File: src/rtl/sc_config_pkg.sv
// Shared definitions for the scan converter config bank: CTRL bit
// positions, the address-map helpers and the lane-merge helper.
package sc_config_pkg;

    localparam int CTRL_PENDING_BIT   = 0;
    localparam int CTRL_IMMEDIATE_BIT = 1;
    localparam int CTRL_CNT_LSB       = 16;

    // Status words occupy word addresses STATUS_BASE .. STATUS_BASE+N-1
    localparam int STATUS_BASE        = 0;

    typedef logic [31:0] cfg_word_t;

    typedef enum logic {
        ST_IDLE    = 1'b0,
        ST_PENDING = 1'b1
    } commit_state_e;

    function automatic logic is_cfg_addr(
        input logic [31:0] addr,
        input logic [31:0] base,
        input int          num
    );
        return (addr >= base) && (addr < base + 32'(num));
    endfunction

    function automatic logic is_status_addr(
        input logic [31:0] addr,
        input int          num
    );
        return addr < 32'(STATUS_BASE) + 32'(num);
    endfunction

    function automatic cfg_word_t merge_lanes(
        input cfg_word_t  old,
        input cfg_word_t  wdata,
        input logic [3:0] be
    );
        cfg_word_t r;
        r = old;
        for (int b = 0; b < 4; b++) begin
            if (be[b]) begin
                r[8*b +: 8] = wdata[8*b +: 8];
            end
        end
        return r;
    endfunction

    function automatic cfg_word_t ctrl_word(
        input logic [15:0] cnt,
        input logic        imm,
        input logic        pend
    );
        cfg_word_t w;
        w = '0;
        w[CTRL_CNT_LSB +: 16]     = cnt;
        w[CTRL_IMMEDIATE_BIT]     = imm;
        w[CTRL_PENDING_BIT]       = pend;
        return w;
    endfunction

endpackage

File: src/rtl/sc_config_bank_if.sv
// Avalon-MM slave bus bundle for the config bank.
// master drives address/data/strobes; slave returns read data,
// readdatavalid and waitrequest_n.
interface sc_config_bank_if #(
    parameter int ADDR_W = 10
);

    logic [ADDR_W-1:0] address;
    logic [31:0]       writedata;
    logic [3:0]        byteenable;
    logic              write;
    logic              read;
    logic              chipselect;
    logic [31:0]       readdata;
    logic              readdatavalid;
    logic              waitrequest_n;

    modport master (
        output address,
        output writedata,
        output byteenable,
        output write,
        output read,
        output chipselect,
        input  readdata,
        input  readdatavalid,
        input  waitrequest_n
    );

    modport slave (
        input  address,
        input  writedata,
        input  byteenable,
        input  write,
        input  read,
        input  chipselect,
        output readdata,
        output readdatavalid,
        output waitrequest_n
    );

endinterface

File: src/rtl/sc_frame_evt_sync.sv
// Brings the video-domain frame_start level into clk_i and emits a
// one-cycle frame_evt on each rising edge.
// Ports: clk_i, rst_i (async, active-high), frame_start (async in),
//        frame_evt (1-cycle pulse, clk_i domain).
// Pulses narrower than two clk_i periods may be missed.
module sc_frame_evt_sync (
    input  logic clk_i,
    input  logic rst_i,
    input  logic frame_start,
    output logic frame_evt
);

    logic meta_q;
    logic sync_q;
    logic prev_q;

    always_ff @(posedge clk_i or posedge rst_i) begin
        if (rst_i) begin
            meta_q <= 1'b0;
            sync_q <= 1'b0;
            prev_q <= 1'b0;
        end else begin
            meta_q <= frame_start;
            sync_q <= meta_q;
            prev_q <= sync_q;
        end
    end

    assign frame_evt = sync_q & ~prev_q;

endmodule

File: src/rtl/sc_config_bank.sv
// Config/status register bank: staged config registers committed to the
// active outputs atomically on a frame boundary, plus status and CTRL.
// Ports: clk_i, rst_i (async, active-high), avalon_s (Avalon-MM slave),
//        status_i (NUM_STATUS words), frame_start_i (async frame level),
//        cfg_active_o (NUM_CFG active words), commit_done_o (1-cycle pulse).
module sc_config_bank
    import sc_config_pkg::*;
#(
    parameter int               NUM_CFG    = 15,
    parameter int               NUM_STATUS = 2,
    parameter int               ADDR_W     = 10,
    parameter logic [ADDR_W-1:0] CFG_BASE  = 10'h010,
    parameter logic [ADDR_W-1:0] CTRL_ADDR = 10'h00F
) (
    input  logic                    clk_i,
    input  logic                    rst_i,
    sc_config_bank_if.slave         avalon_s,
    input  logic [NUM_STATUS*32-1:0] status_i,
    input  logic                    frame_start_i,
    output logic [NUM_CFG*32-1:0]   cfg_active_o,
    output logic                    commit_done_o
);

    localparam logic [31:0] CFG_BASE_W  = 32'(CFG_BASE);
    localparam logic [31:0] CTRL_ADDR_W = 32'(CTRL_ADDR);

    // Address map sanity: CTRL must not alias a status or config word
    if (NUM_CFG < 1 || NUM_CFG > 64) begin : g_bad_num_cfg
        $error("sc_config_bank: NUM_CFG out of range");
    end
    if (NUM_STATUS < 1 || NUM_STATUS > 15) begin : g_bad_num_status
        $error("sc_config_bank: NUM_STATUS out of range");
    end
    if (is_status_addr(CTRL_ADDR_W, NUM_STATUS)) begin : g_ctrl_in_status
        $error("sc_config_bank: CTRL_ADDR overlaps status range");
    end
    if (is_cfg_addr(CTRL_ADDR_W, CFG_BASE_W, NUM_CFG)) begin : g_ctrl_in_cfg
        $error("sc_config_bank: CTRL_ADDR overlaps config range");
    end

    logic [31:0]           addr_w;
    logic                  wr_acc;
    logic                  rd_acc;
    logic                  ctrl_hit;
    logic                  ctrl_wr;
    logic                  ctrl_set;
    logic                  frame_evt;
    logic                  pending;
    logic                  commit;

    commit_state_e         state_q;
    commit_state_e         state_d;
    logic                  imm_q;
    logic                  imm_d;
    logic [15:0]           cnt_q;
    logic [15:0]           cnt_d;
    logic                  done_q;

    logic [NUM_CFG*32-1:0] stg_flat;
    cfg_word_t             rd_mux;
    cfg_word_t             rdata_q;
    logic                  rvalid_q;

    assign addr_w   = 32'(avalon_s.address);
    assign wr_acc   = avalon_s.chipselect & avalon_s.write;
    assign rd_acc   = avalon_s.chipselect & avalon_s.read;
    assign ctrl_hit = (addr_w == CTRL_ADDR_W);
    assign ctrl_wr  = wr_acc & ctrl_hit;
    assign ctrl_set = ctrl_wr & avalon_s.writedata[CTRL_PENDING_BIT];
    assign pending  = (state_q == ST_PENDING);

    // Only a request already pending before this frame event commits;
    // a CTRL arm landing on the event cycle waits for the next frame.
    assign commit   = pending & frame_evt;

    sc_frame_evt_sync u_frame_sync (
        .clk_i       (clk_i),
        .rst_i       (rst_i),
        .frame_start (frame_start_i),
        .frame_evt   (frame_evt)
    );

    always_ff @(posedge clk_i or posedge rst_i) begin
        if (rst_i) begin
            state_q <= ST_IDLE;
            imm_q   <= 1'b0;
            cnt_q   <= '0;
            done_q  <= 1'b0;
        end else begin
            state_q <= state_d;
            imm_q   <= imm_d;
            cnt_q   <= cnt_d;
            done_q  <= commit;
        end
    end

    always_comb begin
        state_d = state_q;
        imm_d   = imm_q;
        cnt_d   = cnt_q;
        if (ctrl_wr) begin
            imm_d = avalon_s.writedata[CTRL_IMMEDIATE_BIT];
        end
        if (commit) begin
            cnt_d = cnt_q + 16'd1;
        end
        unique case (state_q)
            ST_IDLE: begin
                if (ctrl_set) begin
                    state_d = ST_PENDING;
                end
            end
            ST_PENDING: begin
                if (commit && !ctrl_set) begin
                    state_d = ST_IDLE;
                end
            end
            default: state_d = ST_IDLE;
        endcase
    end

    for (genvar k = 0; k < NUM_CFG; k++) begin : g_cfg
        localparam logic [31:0] ADDR_K = CFG_BASE_W + 32'(k);

        logic      hit;
        cfg_word_t stg_q;
        cfg_word_t act_q;
        cfg_word_t act_d;

        assign hit = wr_acc && (addr_w == ADDR_K);

        // Commit takes the pre-write staging value; an immediate-mode
        // write then overlays its lanes on top of whatever active gets.
        always_comb begin
            act_d = commit ? stg_q : act_q;
            if (hit && imm_q) begin
                act_d = merge_lanes(act_d, avalon_s.writedata,
                                    avalon_s.byteenable);
            end
        end

        always_ff @(posedge clk_i or posedge rst_i) begin
            if (rst_i) begin
                stg_q <= '0;
                act_q <= '0;
            end else begin
                if (hit) begin
                    stg_q <= merge_lanes(stg_q, avalon_s.writedata,
                                         avalon_s.byteenable);
                end
                act_q <= act_d;
            end
        end

        assign stg_flat[32*k +: 32]     = stg_q;
        assign cfg_active_o[32*k +: 32] = act_q;
    end

    always_comb begin
        rd_mux = '0;
        if (ctrl_hit) begin
            rd_mux = ctrl_word(cnt_q, imm_q, pending);
        end else if (is_cfg_addr(addr_w, CFG_BASE_W, NUM_CFG)) begin
            for (int k = 0; k < NUM_CFG; k++) begin
                if (addr_w == CFG_BASE_W + 32'(k)) begin
                    rd_mux = stg_flat[32*k +: 32];
                end
            end
        end else if (is_status_addr(addr_w, NUM_STATUS)) begin
            for (int k = 0; k < NUM_STATUS; k++) begin
                if (addr_w == 32'(STATUS_BASE + k)) begin
                    rd_mux = status_i[32*k +: 32];
                end
            end
        end
    end

    always_ff @(posedge clk_i or posedge rst_i) begin
        if (rst_i) begin
            rdata_q  <= '0;
            rvalid_q <= 1'b0;
        end else begin
            rvalid_q <= rd_acc;
            rdata_q  <= rd_acc ? rd_mux : '0;
        end
    end

    assign avalon_s.readdata      = rdata_q;
    assign avalon_s.readdatavalid = rvalid_q;
    assign avalon_s.waitrequest_n = 1'b1;
    assign commit_done_o          = done_q;

endmodule

File: src/flat_wrapper.sv
// flat-port wrapper written by rule: the top's interface ports become plain ports
module sc_config_bank_flat import sc_config_pkg::*;
#(
    parameter int               NUM_CFG    = 15,
    parameter int               NUM_STATUS = 2,
    parameter int               ADDR_W     = 10,
    parameter logic [ADDR_W-1:0] CFG_BASE  = 10'h010,
    parameter logic [ADDR_W-1:0] CTRL_ADDR = 10'h00F
)
  (clk_i, rst_i, status_i, frame_start_i, cfg_active_o, commit_done_o, avalon_s_address, avalon_s_writedata, avalon_s_byteenable, avalon_s_write, avalon_s_read, avalon_s_chipselect, avalon_s_readdata, avalon_s_readdatavalid, avalon_s_waitrequest_n);
  sc_config_bank_if #(.ADDR_W(ADDR_W)) avalon_s_i ();
  input  logic clk_i;
  input  logic rst_i;
  input  logic [NUM_STATUS*32-1:0] status_i;
  input  logic frame_start_i;
  output logic [NUM_CFG*32-1:0] cfg_active_o;
  output logic commit_done_o;
  input wire logic [$bits(avalon_s_i.address)-1:0] avalon_s_address;
  input wire logic [$bits(avalon_s_i.writedata)-1:0] avalon_s_writedata;
  input wire logic [$bits(avalon_s_i.byteenable)-1:0] avalon_s_byteenable;
  input wire logic [$bits(avalon_s_i.write)-1:0] avalon_s_write;
  input wire logic [$bits(avalon_s_i.read)-1:0] avalon_s_read;
  input wire logic [$bits(avalon_s_i.chipselect)-1:0] avalon_s_chipselect;
  output wire logic [$bits(avalon_s_i.readdata)-1:0] avalon_s_readdata;
  output wire logic [$bits(avalon_s_i.readdatavalid)-1:0] avalon_s_readdatavalid;
  output wire logic [$bits(avalon_s_i.waitrequest_n)-1:0] avalon_s_waitrequest_n;
  assign avalon_s_i.address = avalon_s_address;
  assign avalon_s_i.writedata = avalon_s_writedata;
  assign avalon_s_i.byteenable = avalon_s_byteenable;
  assign avalon_s_i.write = avalon_s_write;
  assign avalon_s_i.read = avalon_s_read;
  assign avalon_s_i.chipselect = avalon_s_chipselect;
  assign avalon_s_readdata = avalon_s_i.readdata;
  assign avalon_s_readdatavalid = avalon_s_i.readdatavalid;
  assign avalon_s_waitrequest_n = avalon_s_i.waitrequest_n;
  sc_config_bank #(.NUM_CFG(NUM_CFG), .NUM_STATUS(NUM_STATUS), .ADDR_W(ADDR_W), .CFG_BASE(CFG_BASE), .CTRL_ADDR(CTRL_ADDR)) u_core (.clk_i(clk_i), .rst_i(rst_i), .avalon_s(avalon_s_i), .status_i(status_i), .frame_start_i(frame_start_i), .cfg_active_o(cfg_active_o), .commit_done_o(commit_done_o));
endmodule
File: config.mk
export PLATFORM = sky130hd
export DESIGN_NAME = sc_config_bank_flat
export DESIGN_NICKNAME = d
export VERILOG_FILES = /design/src/rtl/sc_config_pkg.sv /design/src/rtl/sc_config_bank_if.sv /design/src/rtl/sc_frame_evt_sync.sv /design/src/rtl/sc_config_bank.sv /design/src/flat_wrapper.sv
export SDC_FILE = /design/constraint.sdc
export NUM_CORES = 2
export LEC_CHECK = 0
export CORE_ASPECT_RATIO = 0.9
export CORE_MARGIN = 3
export CORE_UTILIZATION = 45
export CTS_CLUSTER_SIZE = 40
export DETAILED_ROUTE_END_ITERATION = 6
export PLACE_DENSITY = 0.77
export SYNTH_ARGS = -nofsm -noshare
export SYNTH_HDL_FRONTEND = slang
export SYNTH_SLANG_ARGS = --single-unit
File: constraint.sdc
create_clock -name clk_i -period 44.9 [get_ports clk_i]
set_input_delay 8.98 -clock clk_i [delete_from_list [all_inputs] [get_ports clk_i]]
set_output_delay 8.98 -clock clk_i [all_outputs]
set_load 0.1 [all_outputs]
==> metrics.md <==
| Metric | Value |
|---|---|
| Status | `finished, final reports clean` |
| CTS tree | `built` |
| Unrepaired setup endpoints after global routing | `no` |
| Hold Crit Class | `reg2reg` |
| CTS clk-pin slew, worst paths | `approximately 0.070 ns` |
| CP Launch Point | `rst_i` |
| Post-DRT Antenna Nets | `0` |
| Post-DP HPWL | `133 mm` |
| First-pass GRT wire length | `approximately 270 mm` |
| Setup TNS | `0 ns` |
| Yosys reg bits | `slightly above 1000` |
| Unique masters post-synth | `83` |
| Worst Tran Pin Value | `approximately 1.3 ns` |
| Crit-path max FO | `89` |
| Worst EP arrival | `13.54 ns` |
| Final min period | `12.90 ns` |
| Synthesis-to-finish area growth | `22.8%` |
| Count of port buffers added during placement | `~630` |
| Final wirelength | `about 190 mm` |
| Reg-to-Reg Start | `u_core.pending` |
| Cts hold-fix bufs | `0` |
| CTS sink cnt | `1015` |
| CP required | `45.54 ns` |
| Setup CP Type | `in2async` |
| FF-to-FF path depth | `6` |
| Total CTS buffers | `roughly 110` |
| Post-route insts no fill | `a little over 6000` |
| Initial Utilization | `a little under half` |
| GRT overflow | `0` |
| Die Area | `between 0.1 and 0.15 mm2` |
| Num rows | `approximately 110` |
| Cells after DPL | `about 6000` |
| Sequential area share after synthesis | `between 50% and 60%` |
| Final hold viol count | `0` |
| Total power | `0.00249 W` |
| Die width | `between 300 and 400 um` |
| DRC violations left | `0` |
| DRT Pass-1 Iters | `7` |
| Skew-Pair Late Insertion Delay | `0.71 ns` |
| # IOs | `631` |
| Fmax | `0.0775 GHz` |
| Rel. slew slack | `15.8%` |
| Fraction of layout cells with a size suffix above 1 | `roughly 19%` |
| Lkg Pwr | `28.3 nW` |
| Die height | `315 um` |
| R2r setup slk | `41.14 ns` |
| Mapped Cells | `~4200` |
| Worst Setup Start Kind | `input pin` |
| WL/cell | `~30 um` |
| Vias in the first global route | `~38000` |
| Post-synth top area share | `between 50% and 60%` |
| Post-CTS sizing | `0` |
| Final setup fails | `0` |
| Post-CTS setup buffer count | `0` |
| Worst Setup EP | `u_core.g_cfg[14].act_q[10]` |
| Area occupied by registers | `0.0254 mm2` |
| WHS | `0.354 ns` |
| Multi-input logic area | `approximately 0.021 mm2` |
| All-Layer GR Usage | `between 30% and 40%` |
| DRT iter0 DRCs | `~4700` |
| Core Box Area | `~0.10 mm2` |
| DP Worst Slack | `between 30 and 40 ns` |
| Synth top area cells | `dfrtp_1 53%, mux2_2 12%, mux2i_1 11%, o21ai_0 5.6%, nand2_1 4.7%` |
| Worst setup EP type | `async pin` |
| Net Count, Synth | `approximately 4300` |
| Max IR drop VDD | `~33 uV` |
| Syn Area/Cell | `~11 um2` |
| Synthesized area | `around 0.048 mm2` |
| H-tree depth | `3` |
| Reg-to-reg critical path endpoint | `u_core.g_cfg[13].act_q[14]` |
| Synth async-reset ratio | `100%` |
| Max-Cap Viols | `0` |
| GP Congestion | `a little under 1` |
| CTS max path bufs | `3` |
| Post-synth EDFFs | `0` |
| Fin nets | `roughly 4800` |
| Cell taking the most area after synthesis | `dfrtp_1` |
| Clock Skew | `roughly 0.020 ns` |
| Ys flop type | `dfrtp_1` |
| Setup WS post-layout | `roughly 32 ns` |
| Period utilization | `28.7%` |
| # fillers | `about 8500` |
| CTS root buffer | `clkbuf_16` |
| Vias per cell | `6.21` |
| Initial antenna violation count | `12` |
| Pwr dens | `approximately 42 mW/mm2` |
| Fin. max-slew vios | `0` |
| Largest net degree at the start of global routing | `approximately 170` |
| Via count | `about 38000` |
| Synth warnings | `0` |
[synth_stat cells, types with 6 or more instances]
library cell	n
nor3_1	48
nor2_1	104
nor3_2	19
xnor2_1	10
o2bb2ai_1	6
o31ai_1	6
buf_4	14
a2111oi_0	8
a211oi_1	8
o221ai_1	9
buf_1	12
buf_2	60
a22oi_1	31
and2_1	10
nor2b_1	7
o22ai_1	45
or3_1	7
o21ai_0	534
nor2_2	21
o21ai_1	28
a222oi_1	6
a311oi_1	7
a31oi_1	9
clkbuf_1	234
and3_1	9
mux4_2	31
nor2_4	7
a21oi_1	70
a221oi_1	23
nand3_1	36
inv_1	8
nand2_1	595
dfrtp_1	1015
nand3_4	15
mux2i_1	527
xor2_1	6
nand4_1	8
mux2_2	510
[cell usage in the layout, fill, tap and decap left out, types with 9 or more instances in the layout]
master / count
nand2_1: 593
clkinv_2: 18
o221ai_1: 9
clkbuf_1: 20
a221oi_1: 23
clkbuf_8: 23
nor3_1: 45
xnor2_1: 10
o21ai_1: 28
o21ai_0: 534
mux4_2: 31
o22ai_1: 45
nor2_2: 23
clkdlybuf4s50_1: 606
nor2_1: 102
mux2_2: 510
buf_2: 20
a22oi_1: 31
clkbuf_16: 107
mux2i_1: 527
and3_1: 9
and2_1: 10
nor3_2: 21
buf_4: 101
a31oi_1: 9
nand3_4: 15
a21oi_1: 70
nand3_1: 36
dfrtp_1: 1015
[logic make-up after synthesis]
| logic type | count (synthesis) | share of synthesized area (%) |
|---|---|---|
| compound gates | 847 | 10.2 |
| other cells | 1 | 0.00783 |
| flops | 1015 | 53.0 |
| buf+inv | 333 | 2.91 |
| fa+ha+maj | 1 | 0.0261 |
| xor+xnor | 16 | 0.293 |
| simple gates | 925 | 9.09 |
| mux | 1068 | 24.5 |
[state kept, by name, indices dropped and copies added, names as in the netlist]
register,flops
u_core.g_cfg.act_q,480
u_core.u_frame_sync.prev_q,1
u_core.avalon_s.readdatavalid,1
u_core.g_cfg.stg_q,480
u_core.u_frame_sync.meta_q,1
u_core.commit_done_o,1
u_core.avalon_s.readdata,32
u_core.u_frame_sync.sync_q,1
u_core.pending,1
u_core.cnt_q,16
u_core.imm_q,1
[per-layer routing]
layer  vias up  routed length [um]  global-route usage [%]
li1      16140                   -                       -
met3       515               21600                    10.4
met2      2339               85500                    51.6
met1     19335               69400                    42.2
met4        16               10900                    16.3
met5         -                 106                       0
[power by group]
part,leakage (nW),switching (W),internal [W]
Combinational,13.1,0.000470,0.000119
Clock,1.73,0.000378,0.000519
Sequential,13.5,0.0000431,0.000964
[critical path: stages]
cell	delay, ns
clkdlybuf4s50_1	0.49
inv_8	0.46
buf_4	0.76
buf_4	0.82
buf_4	0.86
buf_4	1.00
[stage by stage]
step	util (%)	instance area, um2
5_1_grt	56.2	58800
2_1_floorplan	-	47900
3_5_place_dp	52.8	55300
6_report	56.2	58800
4_1_cts	56.2	58800
3_3_place_gp	52.8	55300
[worst min-delay path by stage]
stage                     depth (start not counted)                       start                    endpoint  slack [ns]
after floorplan                                   0  u_core.u_frame_sync.meta_q  u_core.u_frame_sync.sync_q        0.33
after global placement                            0  u_core.u_frame_sync.meta_q  u_core.u_frame_sync.sync_q        0.34
after detailed placement                          0  u_core.u_frame_sync.meta_q  u_core.u_frame_sync.sync_q        0.34
after CTS                                         0  u_core.u_frame_sync.meta_q  u_core.u_frame_sync.sync_q        0.36
after global routing                              0  u_core.u_frame_sync.meta_q  u_core.u_frame_sync.sync_q        0.36
final                                             0  u_core.u_frame_sync.meta_q  u_core.u_frame_sync.sync_q        0.35
[cell type report]
| type | count | area share (%) |
|---|---|---|
| Clock buffer | 149 | 5.19 |
| Timing Repair Buffer | 731 | 11.9 |
| Tap cell | 1368 | 2.91 |
| Antenna cell | 3 | 0.0128 |
| Multi-Input combinational cell | 2858 | 36.0 |
| Sequential cell | 1015 | 43.2 |
| Clock inverter | 38 | 0.774 |
| Inverter | 11 | 0.0830 |
No activity file was read; power rests on OpenSTA's default activity.
